$ cat src/rtl/reg_pipe.sv
`default_nettype none
// ============================================================================
// Module   : reg_pipe
// Purpose  : WIDTH x DEPTH register pipeline with valid/ready flow control,
//            bubble collapsing, synchronous flush and optional data reset.
// Revision : 1.0 - initial release
// ============================================================================
module reg_pipe #(
  parameter int               WIDTH    = 8,
  parameter int               DEPTH    = 3,
  parameter bit               RST_DATA = 1'b1,
  parameter logic [WIDTH-1:0] RST_VAL  = '0
) (
  input  logic                       clk,
  input  logic                       rst,
  input  logic                       flush_i,
  input  logic                       in_valid_i,
  output logic                       in_ready_o,
  input  logic [WIDTH-1:0]           in_data_i,
  output logic                       out_valid_o,
  input  logic                       out_ready_i,
  output logic [WIDTH-1:0]           out_data_o,
  output logic [$clog2(DEPTH+1)-1:0] occupancy_o
);

  localparam int OCC_W = $clog2(DEPTH+1);

  logic [DEPTH-1:0] r_valid;
  logic [WIDTH-1:0] r_data [DEPTH];

  logic [DEPTH-1:0] w_rdy;
  logic [DEPTH-1:0] w_vin;
  logic [WIDTH-1:0] w_din  [DEPTH];
  logic [DEPTH-1:0] w_load;
  logic [OCC_W-1:0] w_occ;
  logic             w_chain;

  // Ready ripples from the output back; an empty stage absorbs a stall below it.
  always_comb begin
    w_chain = out_ready_i;
    w_rdy   = '0;
    for (int k = DEPTH-1; k >= 0; k--) begin
      w_chain  = !r_valid[k] | w_chain;
      w_rdy[k] = w_chain;
    end
  end

  always_comb begin
    w_vin[0] = in_valid_i;
    w_din[0] = in_data_i;
    for (int k = 1; k < DEPTH; k++) begin
      w_vin[k] = r_valid[k-1];
      w_din[k] = r_data[k-1];
    end
    for (int k = 0; k < DEPTH; k++) begin
      w_load[k] = w_rdy[k] & w_vin[k] & !flush_i;
    end
  end

  always_ff @(posedge clk or posedge rst) begin
    if (rst) begin
      r_valid <= '0;
    end else if (flush_i) begin
      r_valid <= '0;
    end else begin
      for (int k = 0; k < DEPTH; k++) begin
        if (w_rdy[k]) begin
          r_valid[k] <= w_vin[k];
        end
      end
    end
  end

  // Data registers only move on a real transfer so bubbles do not toggle them.
  if (RST_DATA) begin : g_data_rst
    always_ff @(posedge clk or posedge rst) begin
      if (rst) begin
        for (int k = 0; k < DEPTH; k++) begin
          r_data[k] <= RST_VAL;
        end
      end else begin
        for (int k = 0; k < DEPTH; k++) begin
          if (w_load[k]) begin
            r_data[k] <= w_din[k];
          end
        end
      end
    end
  end else begin : g_data_nrst
    always_ff @(posedge clk) begin
      for (int k = 0; k < DEPTH; k++) begin
        if (w_load[k]) begin
          r_data[k] <= w_din[k];
        end
      end
    end
  end

  always_comb begin
    w_occ = '0;
    for (int k = 0; k < DEPTH; k++) begin
      w_occ = w_occ + OCC_W'(r_valid[k]);
    end
  end

  assign in_ready_o  = w_rdy[0] & !flush_i & !rst;
  assign out_valid_o = r_valid[DEPTH-1];
  assign out_data_o  = r_data[DEPTH-1];
  assign occupancy_o = w_occ;

endmodule
`default_nettype wire

$ cat config.mk
export PLATFORM = sky130hd
export DESIGN_NAME = reg_pipe
export DESIGN_NICKNAME = d
export VERILOG_FILES = /design/src/rtl/reg_pipe.sv
export SDC_FILE = /design/constraint.sdc
export NUM_CORES = 1
export LEC_CHECK = 0
export BUFFER_PORTS_ARGS = -buffer_cell sky130_fd_sc_hd__buf_2
export CORE_UTILIZATION = 47
export DETAILED_ROUTE_END_ITERATION = 16
export GPL_ROUTABILITY_DRIVEN = 0
export PLACE_DENSITY = 0.85
export SYNTH_ARGS = -nofsm -noshare
export SYNTH_HDL_FRONTEND = slang
export SYNTH_SLANG_ARGS = --single-unit
$ cat constraint.sdc
create_clock -name clk -period 1.55 [get_ports clk]
set_input_delay 0.31 -clock clk [delete_from_list [all_inputs] [get_ports clk]]
set_output_delay 0.31 -clock clk [all_outputs]
set_load 0.01 [all_outputs]
# After elaboration in Yosys (flattened, before gate mapping)
# Cells that the tools add are included.
[word_totals]
wordCells = 31
register_bits = 27
out_inout_bits = 12
inputBits = 13
[classes]
bitwise = 11
reduce_logical = 8
muxes = 4
add_sub_neg = 2
[op_table]
columns = ["cell", "n"]
rows = [
  ["$and A1 B1 Y1", 8],
  ["$reduce_bool A2 Y1", 3],
  ["$logic_not A1 Y1", 5],
  ["$mux W1", 3],
  ["$mux W3", 1],
  ["$or A1 B1 Y1", 3],
  ["$add A1 B1 Y2", 1],
  ["$add A2 B1 Y2", 1],
]

# Longest topological paths before layout
# Gate-level depths: netlist of run 1.
[logic_depth]
ltp_word = 6
depth_mapped = 5
ltp_nobuf = 3

# Worst setup path before layout of run 1
# No wires, ideal clock.
[synth_timing]
path_type = "reg-to-reg"
start = "reg r_valid[2]"
end = "reg r_data[16] (netlist bit)"
setup_ns = 0.125
arrival_ns = 1.463
stages_incl_launch_ff = 6
period_less_slack_ns = 1.588
path_buffers = 2
required_ns = 1.425
slack_ns = -0.038
cell_sequence = "dfrtp_1 nor2b_4 buf_6 a311o_1 buf_6 mux2_4"
[synth_between]
elab_chain_cells = 6
[synth_rtl]
columns = ["element", "line_no", "rtl"]
rows = [
  ["start: declaration", "28", "logic [DEPTH-1:0] r_valid;"],
  ["start signal: indexed assignment", "68", "r_valid[k] <= w_vin[k];"],
  ["$logic_not A1 Y1", "43", "w_chain = !r_valid[k] | w_chain;"],
  ["$or A1 B1 Y1 (3 in series)", "43", ""],
  ["$and A1 B1 Y1 (2 in series)", "56", "w_load[k] = w_rdy[k] & w_vin[k] & !flush_i;"],
  ["end signal: indexed assignment", "84", "r_data[k] <= w_din[k];"],
  ["end: declaration", "29", "logic [WIDTH-1:0] r_data [DEPTH];"],
]
# Every way passes these cells.
# A chain may end at the register's enable or synchronous reset.

# Final worst setup path of run 1
[layout_timing]
start = "reg r_valid[2]"
end = "out occupancy_o[0]"
[layout_between]
elab_chain_cells = 1
[layout_rtl]
columns = ["element", "line_no", "rtl"]
rows = [
  ["$add A2 B1 Y2", "102", "w_occ = w_occ + OCC_W'(r_valid[k]);"],
  ["end: declaration", "23", "output logic [$clog2(DEPTH+1)-1:0] occupancy_o"],
]
# Every way passes these cells.

==> results of run 1 <==
## repair_timing
action                                  in CTS  in global routing
endpoints found under the setup margin       3                 19
pin swaps                                    3                  1
hold endpoints to repair                    23                  0
buffers inserted                             4                  0
gates resized for setup                     10                  6
hold buffers                                 1                  0
## routing by layer
metal	vias up	GRT usage [%]
met5	-	0
met3	4	2.90
li1	315	-
met4	0	7.89
met1	350	21.5
met2	12	31.6
## worst paths after layout
| kind | from | end | slack [ps] | cells past startpoint |
|---|---|---|---|---|
| max reg2reg | r_valid[2]$_DFFE_PP0P_ | out_data_o[6]$_DFFE_PP0P_ | -40 | 6 |
| max in group asynchronous | rst | out_data_o[4]$_DFFE_PP0P_ | 820 | 4 |
| min | in_data_i[4] | r_data[20]$_DFFE_PP0P_ | 190 | 2 |
| min in group asynchronous | rst | out_data_o[0]$_DFFE_PP0P_ | 540 | 4 |
| max | r_valid[2]$_DFFE_PP0P_ | occupancy_o[0] | -210 | 3 |
| min reg2reg | out_data_o[2]$_DFFE_PP0P_ | out_data_o[2]$_DFFE_PP0P_ | 520 | 1 |
## report_power, final
group          internal (mW)  switching (mW)
combinational          0.302           0.183
sequential             0.883          0.0942
clock                 0.0987           0.218
total                   1.28           0.495
## cells by family (layout without fill, tap and decap cells)
logic type | after synthesis | in the layout | synth area share [%]
AO/OA/AOI/OAI | 5 | 5 | 3.35
adder cells (fa/ha/maj) | 1 | 1 | 1.68
buffers and inverters | 15 | 43 | 9.22
flip-flops | 27 | 27 | 56.6
multiplexers | 24 | 24 | 25.2
AND/OR/NAND/NOR | 6 | 6 | 3.98
## registers in the layout, summed over array words and instances, names as in the netlist
name        count
r_valid         3
r_data         16
out_data_o      8
## cell usage in the layout (no fill, tap or decap), drive strengths merged
master and count:
nor3b 1, dlygate4sd3 1, mux2 24, clkbuf 3, fa 1, a311oi 1
a211o 1, clkinvlp 1, a311o 1, nor2b 1, inv 3, buf 35
a21oi 1, nor2 4, dfrtp 27, a31oi 1
## final cells by class
cell class	instances	area (µm²)	area share, %
Clock buffer	3	22.5	1.57
Clock inverter	1	7.51	0.523
Inverter	3	11.3	0.784
Multi-Input combinational cell	36	453	31.5
Sequential cell	27	676	47.0
Tap cell	28	35.0	2.44
Timing Repair Buffer	36	231	16.1
## worst max-delay path, cell delays in order, from the launching register on
cell and delay [ps]:
dfrtp_1 410, buf_6 120, fa_1 460, buf_2 130
==> results.toml, run 1 <==
[run_status]
outcome = "complete, but fails checks"
violations = "negative setup slack"

[sta]
fin_skew_ps = 16.0
setup_violations = 14
finalCritPeriodShare_pct = 113
rsz0062_at_grt = "true"
hold_ws_ps = 191
slew_violations = 0
fmax_ghz = 0.569
fin_crit_ps = 1760
setup_slack_ps = -207
slew_headroom_pct = 80.9
setup_tns_ps = -675
tightest_slew_ps = 286
hold_viol = 0

[place]
placed_cells = 125
portBuffers = 24
dp_hpwl_mm = 1.48
placed_cell_area_mm2 = 0.00130
dp_slack_ps = -19.4

[synth]
syn_nets = 92
synth_cell_type_count = 16
synth_area_mm2 = 0.00119
synthArstFlopShare_pct = 100
synth_ff_type = "dfrtp_1"
yosysTopAreaCell = "dfrtp_1"
yosysTopAreaCellShare_pct = 56.6
synth-seq-area-share_pct = 56.6
yosys_warnings = 0
syn_avg_cell_area_um2 = 15.3
synth.most_common_cell = "dfrtp_1"
yosys-top-cells-count = "27 x dfrtp_1, 16 x mux2_2, 8 x buf_4, 8 x mux2_4, 4 x nor2_1"
synth_edf_count = 0
ys_top_cells_by_area = "dfrtp_1 57%, mux2_2 15%, mux2_4 10%"
ys_ff_latch = 27
syn_inst = 78

[worst_setup_path]
required_ps = 1240
end_kind = "primary output"
criticalPathCategory = "register to primary output"
critPathMaxFanout = 2
startpoint_type = "register"
arrival_ps = 1450

[pwr]
powerDensity_mw_per_mm2 = 1240
ir_drop_mv = 0.674
p_leak_nw = 0.718
total_power_mw = 1.78

[clock_tree]
cts_tree = "yes"
cts.sinks = 27
cts_buffers = 3
h-tree-depth = 1
path_clk_slew_ps = 160
clockRootBuffer = "clkbuf_4"
insertion_delay_ps = 330
cts_buffer_depth = 2

[route]
finalWirelength_mm = 2.13
route.met2.wl_mm = 1.06
wl_per_cell_um = 15.9
wl_met3_um = 40
wl_met1_um = 988
ant_nets = 0
num_vias = 681
via_per_inst = 5.08
top_layer = "met4"
drt_first_pass_iters = 4
drtIter0Drc = 5
drc = 0

[global_routing]
grt_max_degree = 17
grt_overflow_total = 0
grtUsageTotal_pct = 18.1
grt_pass1_wl_mm = 3.46
grt_antenna_before_repair = 0
grt_pass1_vias = 746

[floorplan]
dieArea_mm2 = 0.00275
coreArea_mm2 = 0.00230
die-height_um = 52.4
top_level_ports = 25
initial_core_util_pct = 52.0
placement_rows = 17
die_w_um = 52.4

[finish]
nets = 121
n_fill_cell = 156
layout-drive-gt1-share_pct = 64.2
fin_util_pct = 62.5
stdcell_count = 134
final_cell_area_mm2 = 0.00144
antenna_cells = 0
area_delta_synth_final_pct = 20.3

[hold_path]
hold_class = "input pin to register"

[job]
max_cap_violations = 0
(Power assumes the default switching activity.)
==> run 2: changes to the inputs <==
- CORE_MARGIN: not set -> 4
==> results.toml, run 2 (same netlist as run 1, synthesis figures left out) <==
[run_status]
outcome = "complete, but fails checks"
violations = "negative setup slack"

[floorplan]
initial_core_util_pct = 51.5
coreArea_mm2 = 0.00232
placement_rows = 17
die-height_um = 58.4
dieArea_mm2 = 0.00341
top_level_ports = 25
die_w_um = 58.4

[clock_tree]
path_clk_slew_ps = 160
clockRootBuffer = "clkbuf_4"
cts_buffer_depth = 2
cts.sinks = 27
h-tree-depth = 1
cts_buffers = 3
insertion_delay_ps = 340
cts_tree = "yes"

[finish]
regMostFlops = "r_data"
antenna_cells = 0
final_cell_mix = "27 x dfrtp_1, 24 x buf_2, 16 x mux2_4, 8 x mux2_2"
nets = 119
final_common_cell = "dfrtp_1"
area_delta_synth_final_pct = 18.9
layout-drive-gt1-share_pct = 64.4
largest_register_ffs = 16
final_cell_area_mm2 = 0.00142
fin_util_pct = 61.2

[job]
max_cap_violations = 0

[sta]
fin_skew_ps = 8.60
fmax_ghz = 0.562
setup_slack_ps = -229
fin_crit_ps = 1780
slew_violations = 0
hold_viol = 0
finalCritPeriodShare_pct = 115
slew_headroom_pct = 77.5
rsz0062_at_grt = "true"
setup_violations = 7
tightest_slew_ps = 337

[worst_setup_path]
rrSetupSlack_ps = -10
cpPeakStageDelay_ps = 470
crit_chain = "buf_6, fa_1, buf_2"
path_delay_family = "adder cells"
slowest_stage = "fa_1"
worstPathBufferInverterCount = 2
r2r-end = "out_data_o[1]$_DFFE_PP0P_"
r2r_start = "r_valid[2]$_DFFE_PP0P_"
arrival_ps = 1470
r2r_cells = 6
end_kind = "primary output"
criticalPathCategory = "register to primary output"
startpoint_type = "register"
required_ps = 1240
critPathMaxFanout = 2

[pwr]
p_leak_nw = 0.709
ir_drop_mv = 0.735
total_power_mw = 1.77
power_switching_mw = 0.494
power_frac_comb_pct = 26.7
clockPowerShare_pct = 18.1
p_sw_share_pct = 27.9
powerDensity_mw_per_mm2 = 1250
internal-power_mw = 1.28
seqPwrFrac_pct = 55.2

[global_routing]
grt_pass1_wl_mm = 3.53
grt_use_met1_pct = 19.5
grt_antenna_before_repair = 0
met2_usage_pct = 20.3
use_met3_pct = 2.63
grtUsageTotal_pct = 14.0
top_usage_layer = "met2"
grt_max_degree = 28
grt_pass1_vias = 695
grt_overflow_total = 0

[route]
drc = 0
drt_first_pass_iters = 4
ant_nets = 0
via_per_inst = 5.04
wl_per_cell_um = 15.8
num_vias = 665
finalWirelength_mm = 2.09
drtIter0Drc = 9

[hold_path]
hold_class = "input pin to async pin"

[place]
dp_hpwl_mm = 1.38
placed_cell_area_mm2 = 0.00129
portBuffers = 24
## run 2: cell type report
| cell class | count | area [µm²] |
|---|---|---|
| clock inverter | 1 | 7.51 |
| tap | 28 | 35.0 |
| timing repair buffer | 34 | 214 |
| multi-input combinational | 36 | 453 |
| inverter | 3 | 11.3 |
| clock buffer | 3 | 22.5 |
| fill | 183 | 900 |
| sequential | 27 | 676 |
## run 2: what timing repair did
action,4_1_cts,5_1_grt
hold buffers,0,0
setup buffers,2,2
gates resized for setup,9,7
setup endpoints to repair,3,19
pin swaps,3,1
## run 2: stage by stage
stage | hold WS [ps] | TNS (ps) | setup WS [ps] | std cells
after detailed placement | 396 | 0 | 1.39 | 124
final | 17.2 | -523 | -229 | 132
after floorplan | 363 | 0 | 0.371 | 78
after global routing | 41.1 | -1400 | -284 | 132
after global placement | 384 | 0 | 33.3 | 124
after CTS | 19.1 | -564 | -242 | 130
## run 2: how the worst max path moves through the flow
| stage | start | to | slack, ps | depth (start not counted) |
|---|---|---|---|---|
| 6_report | r_valid[2]$_DFFE_PP0P_ | occupancy_o[0] | -230 | 3 |
| 5_1_grt | r_valid[2]$_DFFE_PP0P_ | occupancy_o[0] | -280 | 3 |
| 4_1_cts | r_valid[2]$_DFFE_PP0P_ | occupancy_o[0] | -240 | 3 |
| 3_5_place_dp | out_ready_i | r_data[22]$_DFFE_PP0P_ | 1 | 4 |
| 3_3_place_gp | out_ready_i | r_data[17]$_DFFE_PP0P_ | 30 | 4 |
| 2_1_floorplan | r_valid[2]$_DFFE_PP0P_ | r_data[16]$_DFFE_PP0P_ | 0.4 | 5 |
## run 2: power by group through the flow
stage / Combinational [mW] / Sequential (mW) / Clock, mW
after floorplan: 0.400 / 0.962 / 0
after global placement: 0.403 / 0.974 / 0
after detailed placement: 0.418 / 0.989 / 0
after CTS: 0.440 / 0.975 / 0.326
after global routing: 0.512 / 1.01 / 0.359
final: 0.474 / 0.979 / 0.321
## run 2: metal layers
metal	vias to the layer above	wire length, µm
li1	315	-
met1	322	986
met2	24	915
met5	-	0
met3	4	131
met4	0	54
## run 2: tightest hold or removal path, delay by kind of cell
kind / cells / cell delay [ps]
buf+inv: 3 / 460
==> run 3: changes to the inputs <==
- BUFFER_PORTS_ARGS: -buffer_cell sky130_fd_sc_hd__buf_2 -> not set
- CORE_UTILIZATION: 47 -> 54
- DONT_BUFFER_PORTS: not set -> 1
- PLACE_DENSITY: 0.85 -> 0.84
==> results.toml, run 3 (same netlist as run 1, synthesis figures left out) <==
[floorplan]
top_level_ports = 25
initial_core_util_pct = 59.0
placement_rows = 16
die_w_um = 55.0
coreArea_mm2 = 0.00202
dieArea_mm2 = 0.00303
die-height_um = 55.0

[clock_tree]
cts_tree = "yes"
cts.sinks = 27
cts_buffers = 3
insertion_delay_ps = 320
h-tree-depth = 1
clockRootBuffer = "clkbuf_4"
cts_setup_buffers = 0
path_clk_slew_ps = 130
cts_buffer_depth = 2

[route]
finalWirelength_mm = 1.84
drt_first_pass_iters = 3
drc = 0
num_vias = 568
via_per_inst = 5.46
drtIter0Drc = 2
ant_nets = 0
wl_per_cell_um = 17.6

[global_routing]
grt_max_degree = 28
grt_pass1_vias = 635
grt_pass1_wl_mm = 3.10
grtUsageTotal_pct = 15.1
grt_antenna_before_repair = 0
grt_overflow_total = 0

[place]
dp_slack_ps = 31.5
portBuffers = 0
placed_cell_area_mm2 = 0.00117
placed_cells = 99
dp_hpwl_mm = 1.35

[sta]
hold_viol = 0
fin_skew_ps = 8.06
tightest_slew_ps = 327
setup_slack_ps = -154
fin_crit_ps = 1700
slew_headroom_pct = 78.2
finalCritPeriodShare_pct = 110
setup_violations = 3
rsz0062_at_grt = "true"
slew_violations = 0
setup_tns_ps = -297
fmax_ghz = 0.587

[hold_path]
hold_start = "flush_i"
whs_path_depth = 1
hold_class = "input pin to register"
hold_path_end = "r_valid[1]$_DFFE_PP0P_"

[worst_setup_path]
end_kind = "primary output"
arrival_ps = 1390
required_ps = 1240
r2r-end = "r_data[23]$_DFFE_PP0P_"
r2r_cells = 3
critPathMaxFanout = 2
criticalPathCategory = "register to primary output"
crit_chain = "buf_6, fa_1"
cpPeakStageDelay_ps = 530
r2r_start = "r_valid[2]$_DFFE_PP0P_"
startpoint_type = "register"
slowest_stage = "fa_1"
rrSetupSlack_ps = 70

[pwr]
p_leak_nw = 0.568
ir_drop_mv = 0.534
powerDensity_mw_per_mm2 = 1270

[finish]
final_cell_area_mm2 = 0.00124
stdcell_count = 104
regMostFlops = "r_data"
area_delta_synth_final_pct = 4.09
antenna_cells = 0
nets = 92
final_common_cell = "dfrtp_1"
largest_register_ffs = 16
fin_util_pct = 61.4
final_cell_mix = "26 x dfrtp_1, 16 x mux2_2, 8 x mux2_4, 4 x nor2_1, 4 x buf_6"
layout-drive-gt1-share_pct = 51.9

[run_status]
violations = "negative setup slack"
outcome = "complete, but fails checks"

[job]
max_cap_violations = 0
## run 3: layer usage
| layer | vias to the layer above | GRT usage (%) | wire [µm] |
|---|---|---|---|
| li1 | 260 | - | - |
| met1 | 288 | 18.0 | 724 |
| met2 | 16 | 24.2 | 946 |
| met3 | 4 | 5.36 | 149 |
| met4 | 0 | 7.29 | 15 |
| met5 | - | 0 | 0 |
## run 3: per-stage QoR
stage	power (mW)	hold WS, ps
3_3_place_gp	1.28	275
4_1_cts	1.60	25.2
6_report	1.57	36.9
2_1_floorplan	1.36	363
3_5_place_dp	1.30	276
5_1_grt	1.69	3.77
## run 3: critical path: cells and delay by family (launching register included)
kind | cells | cell delay, ps
flops | 1 | 420
fa+ha+maj | 1 | 530
buf+inv | 1 | 130
## run 3: layout make-up
cell class / instances / area [µm²]
multi-input cells: 36 / 423
well taps: 27 / 33.8
fillers: 155 / 779
clock buffers: 3 / 22.5
inverters: 3 / 11.3
repair buffers: 7 / 70.1
flip-flops and latches: 27 / 677
clock inverters: 1 / 5.00
## run 3: where the power goes
part | internal, mW | switching (mW)
Clock | 0.0965 | 0.191
Combinational | 0.174 | 0.0827
Sequential | 0.884 | 0.145
## run 3: how the worst max path moves through the flow
stage | end | slack, ps | startpoint | depth (start not counted)
2_1_floorplan | r_data[16]$_DFFE_PP0P_ | 0.4 | r_valid[2]$_DFFE_PP0P_ | 5
3_3_place_gp | r_data[10]$_DFFE_PP0P_ | 60 | r_valid[2]$_DFFE_PP0P_ | 4
3_5_place_dp | r_data[21]$_DFFE_PP0P_ | 30 | r_valid[2]$_DFFE_PP0P_ | 3
4_1_cts | occupancy_o[0] | -170 | r_valid[2]$_DFFE_PP0P_ | 2
5_1_grt | occupancy_o[0] | -220 | r_valid[2]$_DFFE_PP0P_ | 2
6_report | occupancy_o[0] | -150 | r_valid[2]$_DFFE_PP0P_ | 2
## run 3: timing repair
action,4_1_cts,5_1_grt
hold buffers,1,0
hold endpoints to repair,27,0
resized for setup,3,5
setup endpoints to repair,3,12
pin swaps,1,0
